==> src/rtl/bv4_mul_seq.sv <==
// Sequenced GF((2^2)^2) normal-basis multiplier: one shared GF(4) multiplier
// is stepped over the high, low and cross terms across three cycles.
module bv4_mul_seq (
    input  logic       in_clock,
    input  logic       in_reset,
    input  logic       in_valid,
    output logic       out_ready,
    input  logic [3:0] in_a,
    input  logic [3:0] in_b,
    output logic       out_valid,
    input  logic       in_ready,
    output logic [3:0] out_c
);

    localparam logic [2:0] IDLE  = 3'd0;
    localparam logic [2:0] MUL_H = 3'd1;
    localparam logic [2:0] MUL_L = 3'd2;
    localparam logic [2:0] MUL_E = 3'd3;
    localparam logic [2:0] DONE  = 3'd4;

    logic [2:0] state;
    logic [2:0] state_nxt;
    logic [3:0] a_q;
    logic [3:0] b_q;
    logic [1:0] ph_q;
    logic [1:0] pl_q;
    logic [1:0] mul_x;
    logic [1:0] mul_y;
    logic [1:0] mul_p;
    logic       accept;

    // GF(4) multiply in normal basis {W^2, W}; 2'b11 is the identity.
    function automatic logic [1:0] bv2_mul(input logic [1:0] x, input logic [1:0] y);
        logic e;
        e = (x[1] ^ x[0]) & (y[1] ^ y[0]);
        return {(x[1] & y[1]) ^ e, (x[0] & y[0]) ^ e};
    endfunction

    function automatic logic [1:0] scale_n(input logic [1:0] x);
        return {x[0], x[0] ^ x[1]};
    endfunction

    assign out_ready = (state == IDLE) | ((state == DONE) & in_ready);
    assign accept    = in_valid & out_ready;
    assign out_valid = (state == DONE);

    // Operands are forced to zero outside the multiply states so the shared
    // multiplier does not toggle on stale data.
    always_comb begin
        mul_x = 2'b00;
        mul_y = 2'b00;
        case (state)
            MUL_H: begin
                mul_x = a_q[3:2];
                mul_y = b_q[3:2];
            end
            MUL_L: begin
                mul_x = a_q[1:0];
                mul_y = b_q[1:0];
            end
            MUL_E: begin
                mul_x = a_q[3:2] ^ a_q[1:0];
                mul_y = b_q[3:2] ^ b_q[1:0];
            end
            default: begin
                mul_x = 2'b00;
                mul_y = 2'b00;
            end
        endcase
    end

    assign mul_p = bv2_mul(mul_x, mul_y);

    always_comb begin
        state_nxt = IDLE;
        case (state)
            IDLE:    state_nxt = accept ? MUL_H : IDLE;
            MUL_H:   state_nxt = MUL_L;
            MUL_L:   state_nxt = MUL_E;
            MUL_E:   state_nxt = DONE;
            DONE: begin
                if (!in_ready)
                    state_nxt = DONE;
                else if (in_valid)
                    state_nxt = MUL_H;
                else
                    state_nxt = IDLE;
            end
            default: state_nxt = IDLE;
        endcase
    end

    always_ff @(posedge in_clock) begin
        if (in_reset) begin
            state <= IDLE;
            a_q   <= 4'h0;
            b_q   <= 4'h0;
            ph_q  <= 2'b00;
            pl_q  <= 2'b00;
            out_c <= 4'h0;
        end else begin
            state <= state_nxt;
            if (accept) begin
                a_q <= in_a;
                b_q <= in_b;
            end
            if (state == MUL_H)
                ph_q <= mul_p;
            if (state == MUL_L)
                pl_q <= mul_p;
            // The cross term is used live, it is never registered.
            if (state == MUL_E)
                out_c <= {ph_q ^ scale_n(mul_p), pl_q ^ scale_n(mul_p)};
        end
    end

endmodule

==> config.mk <==
export PLATFORM = sky130hd
export DESIGN_NAME = bv4_mul_seq
export DESIGN_NICKNAME = d
export VERILOG_FILES = /design/src/rtl/bv4_mul_seq.sv
export SDC_FILE = /design/constraint.sdc
export NUM_CORES = 1
export LEC_CHECK = 0
export CORE_MARGIN = 2
export CORE_UTILIZATION = 46
export CTS_CLUSTER_DIAMETER = 60
export DETAILED_ROUTE_END_ITERATION = 16
export MAX_ROUTING_LAYER = met4
export PLACE_DENSITY = 0.85
export SYNTH_ARGS = -nofsm -noshare
export SYNTH_HDL_FRONTEND = slang
export SYNTH_SLANG_ARGS = --single-unit
==> constraint.sdc <==
create_clock -name in_clock -period 1.7 [get_ports in_clock]
set_clock_uncertainty 0.05 [all_clocks]
set_input_delay 0.17 -clock in_clock [delete_from_list [all_inputs] [get_ports in_clock]]
set_output_delay 0.17 -clock in_clock [all_outputs]
set_load 0.05 [all_outputs]
==> results_dict.tcl, run 1 <==
set metrics [dict create \
    io_pins 18 \
    r2r-start "state[1]" \
    dieHeight_microns 51.9 \
    cp-endpoint "out_c[0]" \
    syn_avg_cell_area_sq_um 8.85 \
    coreArea_sq_um 2190 \
    vias 958 \
    drive_gt1_frac 0.349 \
    cp.required_ns 1.86 \
    final_cells 177 \
    antenna_found_initial 0 \
    start_util 0.481 \
    viasPerCell 5.41 \
    reg2reg_depth 6 \
    critPathLaunch "state[1]" \
    status "complete, no violations" \
    final_hold_viol_count 0 \
    overflow 0 \
    tightest_slew_ns 0.410 \
    grt_start_max_net_pins 15 \
    fmax_mhz 592 \
    syn-cell-area_sq_um 1050 \
    max_stage_delay_ns 0.40 \
    cts_sinks 19 \
    crit_buf_inv 0 \
    syn_nets 131 \
    synthDistinctLibCells 36 \
    ys_ff_latch 19 \
    synthArstFlopShare 0 \
    dpl_worst_slack_ns -0.137 \
    critPathTopFamily "simple AND/OR/NAND/NOR gates" \
    grt_pass1_wl_microns 4020 \
    r2r_end "out_c[0]" \
    path_depth 6 \
    setup_viol 0 \
    drc 0 \
    cp-start-kind "flop" \
    portBuffers 17 \
    gp_congestion 0.823 \
    layout_common_cells "buf_4, dfxtp_1, clkdlybuf4s50_1" \
    cts_buffers 3 \
    p_leak_nw 0.585 \
    drv_cap 0 \
    placedCellCount 170 \
    peakVddDrop_mv 0.523 \
    seqCellArea_sq_um 398 \
    yosys_warnings 0 \
    cts_buffer_depth 2 \
    max_slew_margin 0.724 \
    ys_seq_area_frac 0.361 \
    clock-root-buffer "clkbuf_4" \
    drt_iter0_markers 7 \
    htreeDepth 1 \
    grt_pass1_vias 964 \
    synth_ff_type "dfxtp_1" \
    final.setup.worst_slack_ns 0.00947 \
    cp_cell_sequence "nand2_1 > xnor2_2 > nor3_2 > xnor2_2 > and4bb_1 > a311o_1" \
    nFillCells 171 \
    antennaDiodeCount 0 \
    cts.clk_slew.worst_paths_ns 0.11 \
    fin_crit_sh 0.994 \
    wl_microns 2410 \
    die_area_sq_um 2690 \
    grt_usage 0.204 \
    slew_viol_final 0 \
    rows 17 \
    critical_path_peak_fanout 6 \
    dieWidth_microns 51.9 \
    synth_edf_count 0 \
    ff2ff_setup_slack_ns 0.009 \
    end_kind "flop" \
    drtAntennaViolNets 0 \
    drt-pass1-iter-count 6 \
    netlist_instances 119 \
    post_drt_wl_per_cell_microns 13.6 \
    rsz0062_at_grt "true" \
    clk-insertion-delay-late_ns 0.31 \
    critPathKind "flop to flop" \
    whs_ns 0.400 \
    min_period_ns 1.69 \
    cts_tree "yes" \
    slowest_stage "dfxtp_4" \
    cp.arrival_ns 1.86 \
    timing.critical_path.mode_cell "xnor2_2" \
    area_growth_pct 42.5 \
    multiInputGateArea_sq_um 727 \
    num-nets-final 162 \
    pwr_density_cell_nw_per_um2 696 \
    layout_commonest_cell "buf_4" \
    dp_hpwl_microns 1700 \
    hold_class "primary input to flop" \
]
[stage by stage]
stage | power, mW | util | area [sq um] | setup TNS (ns)
after floorplan | 0.684 | - | 1080 | 0
after global placement | 0.777 | 0.614 | 1350 | -0.162
after detailed placement | 0.787 | 0.614 | 1350 | -0.464
after CTS | 1.02 | 0.636 | 1390 | -0.00537
after global routing | 1.10 | 0.685 | 1500 | -0.227
final | 1.05 | 0.685 | 1500 | 0
[registers in the layout, indices dropped and copies added (netlist names)]
signal / count
ph_q: 2
state: 3
b_q: 4
pl_q: 2
a_q: 4
out_c: 4
[routing by layer]
layer  GRT usage  routed length (microns)  up-vias
li1            -                        -      489
met3      0.0603                       92        6
met2       0.354                     1220       18
met1       0.223                     1060      445
met4      0.0614                       41        0
met5           -                        0        -
[synthesized netlist by cell type, types with 2 or more instances]
library cell | instances | area share
nand3_1 | 3 | 0.014
nor4_1 | 3 | 0.018
and4bb_1 | 2 | 0.024
nand2_1 | 10 | 0.036
nand3b_1 | 2 | 0.014
xnor2_1 | 6 | 0.050
nor3_1 | 6 | 0.029
a32oi_1 | 2 | 0.017
dfxtp_1 | 19 | 0.36
nor2_1 | 11 | 0.039
mux2i_1 | 8 | 0.076
a21oi_2 | 2 | 0.017
o21ai_0 | 6 | 0.029
o211ai_1 | 2 | 0.014
inv_1 | 4 | 0.014
buf_6 | 2 | 0.021
a21oi_1 | 4 | 0.019
nor3b_1 | 6 | 0.043
a311o_1 | 2 | 0.019
clkbuf_1 | 3 | 0.011
[repair_timing]
item	4_1_cts	5_1_grt
gates resized for setup	8	18
hold buffers	0	0
buffers inserted	0	3
pin swaps	1	12
endpoints found under the setup margin	10	10
[cells by family after synthesis]
family	after synthesis	share of synthesized area
simple gates	49	0.261
xor+xnor	8	0.0736
flops	19	0.361
mux	9	0.0867
compound gates	24	0.166
buf+inv	10	0.0511
[worst min path at each step]
| stage | start | to | slack (ns) | depth (start not counted) |
|---|---|---|---|---|
| global placement | out_c[2] | out_c[2] | 0.43 | 1 |
| finish | in_b[0] | b_q[0] | 0.40 | 3 |
| detailed placement | a_q[0] | a_q[0] | 0.43 | 2 |
| CTS | in_a[3] | a_q[3] | 0.41 | 3 |
| floorplan | in_a[0] | a_q[0] | 0.26 | 2 |
| global route | in_b[0] | b_q[0] | 0.41 | 3 |
[layout make-up]
type                    count  share of cell area
multi-input cells          90               0.484
flip-flops and latches     19               0.265
repair buffers             32               0.200
well taps                  28              0.0233
clock buffers               4              0.0175
inverters                   4              0.0100
[tightest hold or removal path: stages]
cell and delay (ns):
clkdlybuf4s50_1 0.39, mux2i_1 0.12, nor2_1 0.05
[power breakdown]
group,internal [mW],switching (mW),total (mW)
registers,0.479,0.0390,0.518
clock network,0.0919,0.145,0.237
logic,0.156,0.135,0.291
(Power assumes the default switching activity.)
==> run 2: changes to the inputs <==
--- a/config.mk
+++ b/config.mk
@@ -11,6 +11,7 @@
 export DETAILED_ROUTE_END_ITERATION = 16
 export MAX_ROUTING_LAYER = met4
 export PLACE_DENSITY = 0.85
+export SLEW_MARGIN = 20
 export SYNTH_ARGS = -nofsm -noshare
 export SYNTH_HDL_FRONTEND = slang
 export SYNTH_SLANG_ARGS = --single-unit
==> results of run 2 <==
Same layout as run 1: the final DEF is identical, and so are final timing and power.
